<file path="src/rtl/gticc_common_seq.sv">
// +--------------------------------------------------------------------------+
// | gticc_common_seq : per-quad QPLL reset, lock qualification and recovery  |
// | Revision 1.0                                                             |
// +--------------------------------------------------------------------------+
`default_nettype none

module gticc_common_seq #(
   parameter int NQUAD        = 1,
   parameter int RESET_CYCLES = 16,
   parameter int LOCK_TIMEOUT = 65535,
   parameter int LOCK_STABLE  = 1024,
   parameter int MAX_RETRY    = 7
) (
   input  logic                 clk,
   input  logic                 reset,
   input  logic [NQUAD-1:0]     qpll_lock,
   input  logic [NQUAD-1:0]     qpll_refclk_lost,
   input  logic [NQUAD-1:0]     restart,
   output logic [NQUAD-1:0]     qpll_reset,
   output logic [NQUAD-1:0]     resetdone,
   output logic [NQUAD-1:0]     fail,
   output logic [4*NQUAD-1:0]   retry_count
);

   localparam int MAX_A = (RESET_CYCLES > LOCK_TIMEOUT) ? RESET_CYCLES : LOCK_TIMEOUT;
   localparam int MAX_C = (MAX_A > LOCK_STABLE) ? MAX_A : LOCK_STABLE;
   localparam int CW    = $clog2(MAX_C) + 1;

   localparam logic [CW-1:0] RST_LAST  = CW'(RESET_CYCLES - 1);
   localparam logic [CW-1:0] TO_LAST   = CW'(LOCK_TIMEOUT - 1);
   localparam logic [CW-1:0] STB_LAST  = CW'(LOCK_STABLE - 1);
   localparam logic [3:0]    RETRY_MAX = 4'(MAX_RETRY);

   typedef enum logic [2:0] {
      ST_RST       = 3'd0,
      ST_WAIT_LOCK = 3'd1,
      ST_STABLE    = 3'd2,
      ST_DONE      = 3'd3,
      ST_FAIL      = 3'd4
   } state_t;

   logic [NQUAD-1:0] lock_m, lock_s, lost_m, lost_s;
   logic [NQUAD-1:0] good;

   always_ff @(posedge clk) begin
      if (reset) begin
         lock_m <= '0;
         lock_s <= '0;
         lost_m <= '0;
         lost_s <= '0;
      end else begin
         lock_m <= qpll_lock;
         lock_s <= lock_m;
         lost_m <= qpll_refclk_lost;
         lost_s <= lost_m;
      end
   end

   assign good = lock_s & ~lost_s;

   for (genvar i = 0; i < NQUAD; i++) begin : g_ch
      state_t        state;
      logic [CW-1:0] cnt;
      logic [3:0]    retry;
      logic [3:0]    retry_inc;
      logic          qrst_q;
      logic          done_q;
      logic          fail_q;

      assign retry_inc = retry + 4'd1;

      always_ff @(posedge clk) begin
         if (reset) begin
            state  <= ST_RST;
            cnt    <= '0;
            retry  <= '0;
            qrst_q <= 1'b1;
            done_q <= 1'b0;
            fail_q <= 1'b0;
         end else if (restart[i]) begin
            // Restart overrides whatever this channel was doing, including FAIL.
            state  <= ST_RST;
            cnt    <= '0;
            retry  <= '0;
            qrst_q <= 1'b1;
            done_q <= 1'b0;
            fail_q <= 1'b0;
         end else begin
            case (state)
               ST_RST: begin
                  if (cnt == RST_LAST) begin
                     state  <= ST_WAIT_LOCK;
                     cnt    <= '0;
                     qrst_q <= 1'b0;
                  end else begin
                     cnt <= cnt + 1'b1;
                  end
               end
               ST_WAIT_LOCK: begin
                  if (good[i]) begin
                     state <= ST_STABLE;
                     cnt   <= '0;
                  end else if (cnt == TO_LAST) begin
                     retry <= retry_inc;
                     cnt   <= '0;
                     if (retry_inc == RETRY_MAX) begin
                        state  <= ST_FAIL;
                        fail_q <= 1'b1;
                     end else begin
                        state  <= ST_RST;
                        qrst_q <= 1'b1;
                     end
                  end else begin
                     cnt <= cnt + 1'b1;
                  end
               end
               ST_STABLE: begin
                  if (!good[i]) begin
                     retry <= retry_inc;
                     cnt   <= '0;
                     if (retry_inc == RETRY_MAX) begin
                        state  <= ST_FAIL;
                        fail_q <= 1'b1;
                     end else begin
                        state  <= ST_RST;
                        qrst_q <= 1'b1;
                     end
                  end else if (cnt == STB_LAST) begin
                     state  <= ST_DONE;
                     cnt    <= '0;
                     done_q <= 1'b1;
                  end else begin
                     cnt <= cnt + 1'b1;
                  end
               end
               ST_DONE: begin
                  // Loss after done starts a fresh acquisition counted as retry one.
                  if (!good[i]) begin
                     state  <= ST_RST;
                     cnt    <= '0;
                     retry  <= 4'd1;
                     qrst_q <= 1'b1;
                     done_q <= 1'b0;
                  end
               end
               ST_FAIL: begin
                  qrst_q <= 1'b0;
                  done_q <= 1'b0;
                  fail_q <= 1'b1;
               end
               default: begin
                  state  <= ST_RST;
                  cnt    <= '0;
                  qrst_q <= 1'b1;
                  done_q <= 1'b0;
               end
            endcase
         end
      end

      assign qpll_reset[i]          = qrst_q;
      assign resetdone[i]           = done_q;
      assign fail[i]                = fail_q;
      assign retry_count[4*i +: 4]  = retry;
   end

endmodule

`default_nettype wire
</file>
<file path="config.mk">
export PLATFORM = sky130hd
export DESIGN_NAME = gticc_common_seq
export DESIGN_NICKNAME = d
export VERILOG_FILES = /design/src/rtl/gticc_common_seq.sv
export SDC_FILE = /design/constraint.sdc
export NUM_CORES = 1
export LEC_CHECK = 0
export CORE_UTILIZATION = 45
export DETAILED_ROUTE_END_ITERATION = 7
export DONT_BUFFER_PORTS = 1
export HOLD_SLACK_MARGIN = 0.03
export PLACE_DENSITY = 0.63
export SLEW_MARGIN = 10
export SYNTH_ARGS = -nofsm -noshare
export SYNTH_HDL_FRONTEND = slang
export SYNTH_SLANG_ARGS = --single-unit
</file>
<file path="constraint.sdc">
create_clock -name clk -period 6.1 [get_ports clk]
set_input_delay 0.305 -clock clk [delete_from_list [all_inputs] [get_ports clk]]
set_output_delay 0.305 -clock clk [all_outputs]
set_load 0.03 [all_outputs]
</file>
==> metrics.txt, run 1 <==
Slew @ Worst Pin=1.02 ns; post-layout util=0.496; clk sinks=31; area of the mapped netlist=1720 sq um; max_cap viols=0; PostCTS Resize Cnt=0; Max IR drop VDD=between 0.0001 and 0.00015 V; GRT Total Usage=0.197; nature of the critical path startpoint=flop; Overflow after GRT=0; final hold violations=0; layout cells sized above 1=0.0854; Seq cells post-synth=31; Critical Path Sink Type=flop; highest routed layer=met4; RSZ-0062 raised after global routing=no; Syn Inst Count=200; highest clock rate=roughly 0.42 GHz; final worst path period need=~2.4 ns; vias in the first global route=1407; DP Wirelength=2580 um; Row Count=22; PortBufs=0; WL/cell=roughly 14 um; wire length on met3=~170 um; DR vias=between 1000 and 1500; via density per instance=around 5.7; critical path class=reg2reg; critical path data required time=around 6.2 ns; post-route insts no fill=247; post-synthesis async set-or-reset flop share=0; final hold slack=between 0.08 and 0.09 ns; diode count=0; gpl congestion=approximately 0.87; status=complete, no violations; final wirelength=about 3500 um; total setup buffers inserted after CTS=0; WL met1=~1600 um; core area=about 3700 sq um; setup TNS=0 ns; yosys warns=0; Syn Nets=between 200 and 250; Setup violations, final=0; drt first pass iters=4; clock buffer depth=2; largest net degree at the start of global routing=18; crit path DAT=around 2.5 ns; Num CTS Buffers=5; max-slew violation count=0; initial antenna violation count=0; Worst Hold Class=in2reg; Die Ht=approximately 64 um; Max Clock Skew=0.00349 ns; residual DRC count=0; die area=~4100 sq um; Boundary Pins=12; CTS root buffer=clkbuf_8; P_leak=approximately 0.62 nW; Die W=roughly 64 um; Max H-tree Level=2; crit share post-route=0.394; Initial Util=0.469; Post-synth EDFFs=0; CTS tree=done; clock slew at reported path FFs=about 0.06 ns; most used flip-flop cell after synthesis=dfxtp_1; global-route wire length before repair=6190 um; met2 WL post-DR=around 1700 um; Iter 0 DRT Violations=81; PwrDens=207 nW/um^2; area grow syn2layout=5.61%; part of the Yosys area used for sequential elements=0.361; distinct cell type count after synthesis=just under 50; Mean Syn Cell Area=8.59 sq um; CTS Hold Buffers Added=0; CP max FO=17; placed cells=240; fillcell total=between 300 and 400; Clock Latency Late Sink=roughly 0.28 ns; Antenna Nets Post-Route=0; nets=roughly 210; Rel. slew slack=0.322
where the power goes:
part           switching [mW]  internal (mW)  total [mW]
clock network          0.0715         0.0883       0.160
logic                 0.00637        0.00399      0.0104
registers            0.000953          0.204       0.205
total                  0.0788          0.297       0.375
per-stage QoR:
step / worst slack, ns / power [mW] / cell area (sq um)
after floorplan: 4.14 / 0.218 / 1720
after global placement: 3.80 / 0.220 / 1730
after detailed placement: 3.70 / 0.220 / 1730
after CTS: 3.68 / 0.380 / 1810
after global routing: 3.45 / 0.388 / 1810
final: 3.70 / 0.375 / 1810
path summary, 6_finish.rpt:
kind,start,end,slack (ns),cells past startpoint
max reg2reg,g_ch[0].cnt[1]$_SDFFE_PP0P_,g_ch[0].cnt[8]$_SDFFE_PP0P_,3.70,6
min,reset,lock_s$_SDFF_PP0_,0.09,1
min reg2reg,lock_m$_SDFF_PP0_,lock_s$_SDFF_PP0_,0.45,1
max,g_ch[0].cnt[1]$_SDFFE_PP0P_,g_ch[0].cnt[8]$_SDFFE_PP0P_,3.70,6
cells in the final DEF (no fill, tap or decap), drive strengths merged, types with 2 or more instances in the layout:
| cell type | count |
|---|---|
| nand4 | 3 |
| or3 | 4 |
| nor2 | 19 |
| xor2 | 6 |
| ha | 4 |
| clkbuf | 6 |
| mux2i | 3 |
| dfxtp | 31 |
| a21oi | 3 |
| a32o | 2 |
| nand3 | 9 |
| nor3b | 12 |
| inv | 7 |
| nand2b | 3 |
| o211ai | 2 |
| nor3 | 13 |
| nand2 | 16 |
| a2111oi | 2 |
| xnor2 | 11 |
| o21ai | 9 |
| and3 | 2 |
| and3b | 2 |
| o21a | 4 |
| nor2b | 6 |
cell usage after synthesis, drive strengths merged (4+ instances only):
cell type,number,area share
buf,5,0.017
dfxtp,31,0.36
ha,4,0.029
inv,7,0.015
nand2,16,0.035
nand3,9,0.026
nor2,19,0.042
nor2b,6,0.022
nor3,13,0.038
nor3b,12,0.052
o21a,4,0.017
o21ai,9,0.026
or3,4,0.015
xnor2,11,0.056
xor2,6,0.031
cell families after synthesis:
family / count (synthesis) / share of synthesized area
buffers and inverters: 15 / 0.0452
xor gates and xnor gates: 17 / 0.0867
and+or+nand+nor: 98 / 0.314
muxes: 3 / 0.0175
AOI/OAI and AO/OA: 32 / 0.146
adders and majority gates: 4 / 0.0291
DFF: 31 / 0.361
layout make-up:
| class | count | area (sq um) | share of cell area |
|---|---|---|---|
| clock buffers | 6 | 82.6 | 0.0455 |
| inverters | 7 | 26.3 | 0.0145 |
| clock inverters | 1 | 5.00 | 0.00276 |
| well taps | 48 | 60.1 | 0.0331 |
| multi-input cells | 154 | 1020 | 0.562 |
| flip-flops and latches | 31 | 621 | 0.342 |
state kept, by name, summed over array words and instances (netlist names):
register / cells
lost_m: 1
fail: 1
qpll_reset: 1
lost_s: 1
g_ch.cnt: 17
retry_count: 4
lock_s: 1
g_ch.state: 3
lock_m: 1
resetdone: 1
critical path: stages, from the launching register on:
cell,delay [ns]
dfxtp_1,0.38
ha_1,0.23
nor4b_1,0.24
nand3_1,0.18
o21ba_2,0.27
a2111oi_4,0.81
nor3b_1,0.13
metal layers:
metal	global-route usage	vias to the layer above
met4	0.108	0
li1	-	711
met5	0	-
met2	0.334	36
met1	0.228	652
met3	0.0446	12
(Power assumes the default switching activity.)
==> inputs of run 2 (changes only) <==
==> constraint.sdc (replaced) <==
create_clock -name clk -period 2.4 [get_ports clk]
set_input_delay 0.12 -clock clk [delete_from_list [all_inputs] [get_ports clk]]
set_output_delay 0.12 -clock clk [all_outputs]
set_load 0.03 [all_outputs]
==> metrics.txt, run 2 (same netlist as run 1, synthesis figures left out) <==
Row Count=22; final hold violations=0; total setup buffers inserted after CTS=0; crit share post-route=0.884; clock buffer depth=2; Setup violations, final=0; largest reg by FF count=g_ch.cnt; via density per instance=about 5.6; CP max FO=14; P_leak=~0.65 nW; Die Ht=63.8 um; vias in the first global route=between 1000 and 1500; critical path data required time=~2.6 ns; initial antenna violation count=0; gpl congestion=between 0.8 and 0.9; area grow syn2layout=8.74%; most frequent cells in the layout=dfxtp_1, nor2_1, nand2_1; Clock Latency Late Sink=around 0.28 ns; Initial Util=0.469; DP Wirelength=2610 um; CTS Hold Buffers Added=3; flip-flop count of the largest register after layout=17; Worst Hold Class=in2reg; fillcell total=344; layout cells sized above 1=0.0966; DR vias=around 1400; Total Power=between 0.9 and 1 mW; WL/cell=14.2 um; Hold Path Depth=3; global-route wire length before repair=about 6400 um; status=complete, no violations; Num CTS Buffers=5; critical path class=reg2reg; core area=around 3700 sq um; Slew @ Worst Pin=~0.56 ns; drt first pass iters=4; nets=roughly 220; Die W=63.8 um; clk sinks=31; nature of the critical path startpoint=flop; Max H-tree Level=2; commonest non-fill, non-tap cell in the layout=dfxtp_1; die area=4070 sq um; residual DRC count=0; final worst path period need=approximately 2.1 ns; PwrDens=between 500 and 600 nW/um^2; max-slew violation count=0; PortBufs=0; CTS tree=done; Overflow after GRT=0; clock slew at reported path FFs=around 0.070 ns; Iter 0 DRT Violations=80; PostCTS Resize Cnt=0; max_cap viols=0; Critical Path Sink Type=flop; Max IR drop VDD=approximately 0.00031 V; final wirelength=between 3000 and 4000 um; highest clock rate=between 0.4 and 0.5 GHz; Boundary Pins=12; final hold slack=about 0.11 ns; diode count=0; CTS root buffer=clkbuf_8; GRT Total Usage=0.203; Reg2Reg Depth=6; Antenna Nets Post-Route=0; Rel. slew slack=0.626; largest net degree at the start of global routing=18; Max Clock Skew=around 0.0074 ns; RSZ-0062 raised after global routing=no; crit path DAT=about 2.3 ns; setup TNS=0 ns
run 2: stage by stage:
stage / area, sq um / util / worst slack, ns / std cells
after floorplan: 1720 / - / 0.442 / 200
after global placement: 1760 / 0.480 / 0.432 / 244
after detailed placement: 1760 / 0.480 / 0.350 / 244
after CTS: 1870 / 0.510 / 0.320 / 255
after global routing: 1870 / 0.510 / 0.142 / 255
final: 1870 / 0.510 / 0.279 / 255
run 2: path summary, 6_finish.rpt:
check	from	slack [ns]	endpoint
setup / recovery	g_ch[0].state[0]$_SDFFE_PP0P_	0.28	retry_count[2]$_SDFFE_PP0P_
setup reg to reg	g_ch[0].state[0]$_SDFFE_PP0P_	0.28	retry_count[2]$_SDFFE_PP0P_
hold reg to reg	lost_m$_SDFF_PP0_	0.44	lost_s$_SDFF_PP0_
hold / removal	reset	0.11	retry_count[0]$_SDFFE_PP0P_
run 2: metal layers:
layer  GRT usage  routed length, um  vias up  part of all wire
li1            -                  -      722                 -
met2       0.352               1820       22              0.50
met5           0                  0        -                 0
met4      0.0938                 41        0             0.011
met1       0.234               1640      675              0.45
met3      0.0482                126        5             0.035
run 2: where the power goes:
part / total, mW / internal (mW) / switching (mW)
registers: 0.522 / 0.519 / 0.00254
clock network: 0.387 / 0.203 / 0.184
logic: 0.0322 / 0.0143 / 0.0178
run 2: final cells by class:
class                      instances  area (sq um)  area share
timing repair buffer               7          60.1      0.0322
sequential                        31           621       0.332
multi-input combinational        154          1020       0.546
inverter                           7          26.3      0.0141
tap                               48          60.1      0.0322
clock inverter                     1          5.00     0.00268
clock buffer                       7          76.3      0.0409
run 2: critical path, cell delays in order (launching register included):
cell,delay [ns]
dfxtp_1,0.60
inv_1,0.14
or3_1,0.39
o31ai_1,0.34
buf_4,0.20
o21ai_0,0.08
a32o_1,0.26
==> inputs of run 3 (changes only) <==
--- a/config.mk
+++ b/config.mk
@@ -5,11 +5,11 @@
 export SDC_FILE = /design/constraint.sdc
 export NUM_CORES = 1
 export LEC_CHECK = 0
-export CORE_UTILIZATION = 45
+export CORE_UTILIZATION = 55
 export DETAILED_ROUTE_END_ITERATION = 7
 export DONT_BUFFER_PORTS = 1
 export HOLD_SLACK_MARGIN = 0.03
-export PLACE_DENSITY = 0.63
+export PLACE_DENSITY = 0.7
 export SLEW_MARGIN = 10
 export SYNTH_ARGS = -nofsm -noshare
 export SYNTH_HDL_FRONTEND = slang
==> metrics.txt, run 3 (same netlist as run 1, synthesis figures left out) <==
status=complete, no violations; clock buffer depth=2; Seq pwr share=0.570; Die W=between 50 and 60 um; placed inst area=about 1700 sq um; Iter 0 DRT Violations=53; largest net degree at the start of global routing=18; Max Clock Skew=~0.007 ns; placed cells=227; initial antenna violation count=0; final hold violations=0; PostCTS Resize Cnt=0; nets=approximately 220; largest stage delay on the critical path=~0.4 ns; Worst Hold Class=in2reg; nature of the critical path startpoint=flop; CTS tree=done; drt first pass iters=4; Total Power=roughly 0.9 mW; final wirelength=between 3000 and 4000 um; Worst path top cell family by delay=simple AND/OR/NAND/NOR gates; HP Start=reset; PwrDens=496 nW/um^2; Psw=approximately 0.21 mW; stages on the worst setup path=7; Gate power share=0.037; diode count=0; critical-path cell list=ha_1 > nor4b_1 > nand3_1 > o21ba_2 > a2111oi_4 > buf_4 > nor3b_1; clock network fraction of design power=0.394; core area=approximately 2900 sq um; CP max FO=17; critical path data required time=2.64 ns; Slew @ Worst Pin=roughly 0.55 ns; die area=about 3400 sq um; cell internal pwr=0.706 mW; Buf/Inv on CP=1; Overflow after GRT=0; Reg2Reg Depth=7; vias in the first global route=1416; Switching Fraction=0.228; Hold Path Depth=2; area grow syn2layout=7.36%; max_cap viols=0; Rel. slew slack=0.629; WL/cell=approximately 15 um; crit share post-route=0.857; Initial Util=0.602; global-route wire length before repair=6510 um; Boundary Pins=12; final worst path period need=slightly above 2 ns; Critical R2R Capture=g_ch[0].cnt[5]$_SDFFE_PP0P_; flip-flop count of the largest register after layout=17; highest clock rate=roughly 0.5 GHz; Row Count=19; gpl congestion=0.797; Num CTS Buffers=5; Hold EP=g_ch[0].state[1]$_SDFFE_PP0P_; RSZ-0062 raised after global routing=no; total setup buffers inserted after CTS=0; largest reg by FF count=g_ch.cnt; via density per instance=approximately 6.0; Clock Latency Late Sink=between 0.3 and 0.4 ns; Critical Path Sink Type=flop; GRT Total Usage=0.261; CP max-delay cell=dfxtp_1; clock slew at reported path FFs=approximately 0.10 ns; CTS root buffer=clkbuf_4; Reg-to-Reg Start=g_ch[0].cnt[1]$_SDFFE_PP0P_; critical path class=reg2reg; setup TNS=0 ns; P_leak=approximately 0.65 nW; residual DRC count=0; Die Ht=between 50 and 60 um; PortBufs=0; DR vias=1438; Setup violations, final=0; fin area=roughly 1800 sq um; clk sinks=31; layout cells sized above 1=0.101; fillcell total=270; post-route insts no fill=about 240; crit path DAT=2.30 ns; commonest non-fill, non-tap cell in the layout=dfxtp_1; Max IR drop VDD=0.000318 V; flop2flop setup slack=between 0.3 and 0.4 ns; Antenna Nets Post-Route=0; most frequent cells in the layout=dfxtp_1, nor2_1, nand2_1; Max H-tree Level=2; DP Wirelength=2630 um; max-slew violation count=0
## run 3: what timing repair did
action                                 CTS  global route
endpoints found under the hold margin    5             0
hold buffers                             4             0
setup endpoints to repair                0             0
## run 3: cell type report
class	count	area (sq um)	share of cell area
inverters	7	26.3	0.0142
clock buffers	8	68.8	0.0373
repair buffers	8	70.1	0.0380
multi-input cells	154	1020	0.553
flip-flops and latches	31	621	0.336
well taps	31	38.8	0.0210
## run 3: how the worst max path moves through the flow
| stage | from | to | slack, ns |
|---|---|---|---|
| after floorplan | g_ch[0].cnt[1]$_SDFFE_PP0P_ | g_ch[0].cnt[14]$_SDFFE_PP0P_ | 0.44 |
| after global placement | g_ch[0].cnt[1]$_SDFFE_PP0P_ | g_ch[0].cnt[14]$_SDFFE_PP0P_ | 0.45 |
| after detailed placement | g_ch[0].cnt[1]$_SDFFE_PP0P_ | g_ch[0].cnt[13]$_SDFFE_PP0P_ | 0.37 |
| after CTS | g_ch[0].cnt[1]$_SDFFE_PP0P_ | g_ch[0].cnt[14]$_SDFFE_PP0P_ | 0.33 |
| after global routing | g_ch[0].state[0]$_SDFFE_PP0P_ | g_ch[0].cnt[7]$_SDFFE_PP0P_ | 0.17 |
| final | g_ch[0].cnt[1]$_SDFFE_PP0P_ | g_ch[0].cnt[5]$_SDFFE_PP0P_ | 0.34 |
## run 3: metrics by stage
stage | hold slack, ns | setup slack (ns) | util
6_report | 0.0948 | 0.343 | 0.646
5_1_grt | 0.113 | 0.172 | 0.646
4_1_cts | 0.0897 | 0.332 | 0.646
3_5_place_dp | 0.194 | 0.369 | 0.608
3_3_place_gp | 0.194 | 0.447 | 0.608
2_1_floorplan | 0.192 | 0.442 | -
## run 3: power by group through the flow
stage | Sequential [mW] | Clock (mW) | Combinational (mW)
after floorplan | 0.533 | 0 | 0.0218
after global placement | 0.533 | 0 | 0.0264
after global routing | 0.522 | 0.383 | 0.0374
after detailed placement | 0.533 | 0 | 0.0271
final | 0.521 | 0.360 | 0.0336
after CTS | 0.521 | 0.363 | 0.0333
## run 3: layer usage
layer | global-route usage | part of all wire | vias to the layer above
met5 | 0 | 0 | -
met4 | 0.139 | 0.025 | 0
met3 | 0.0558 | 0.032 | 9
met2 | 0.397 | 0.46 | 25
met1 | 0.347 | 0.48 | 677
li1 | - | - | 727
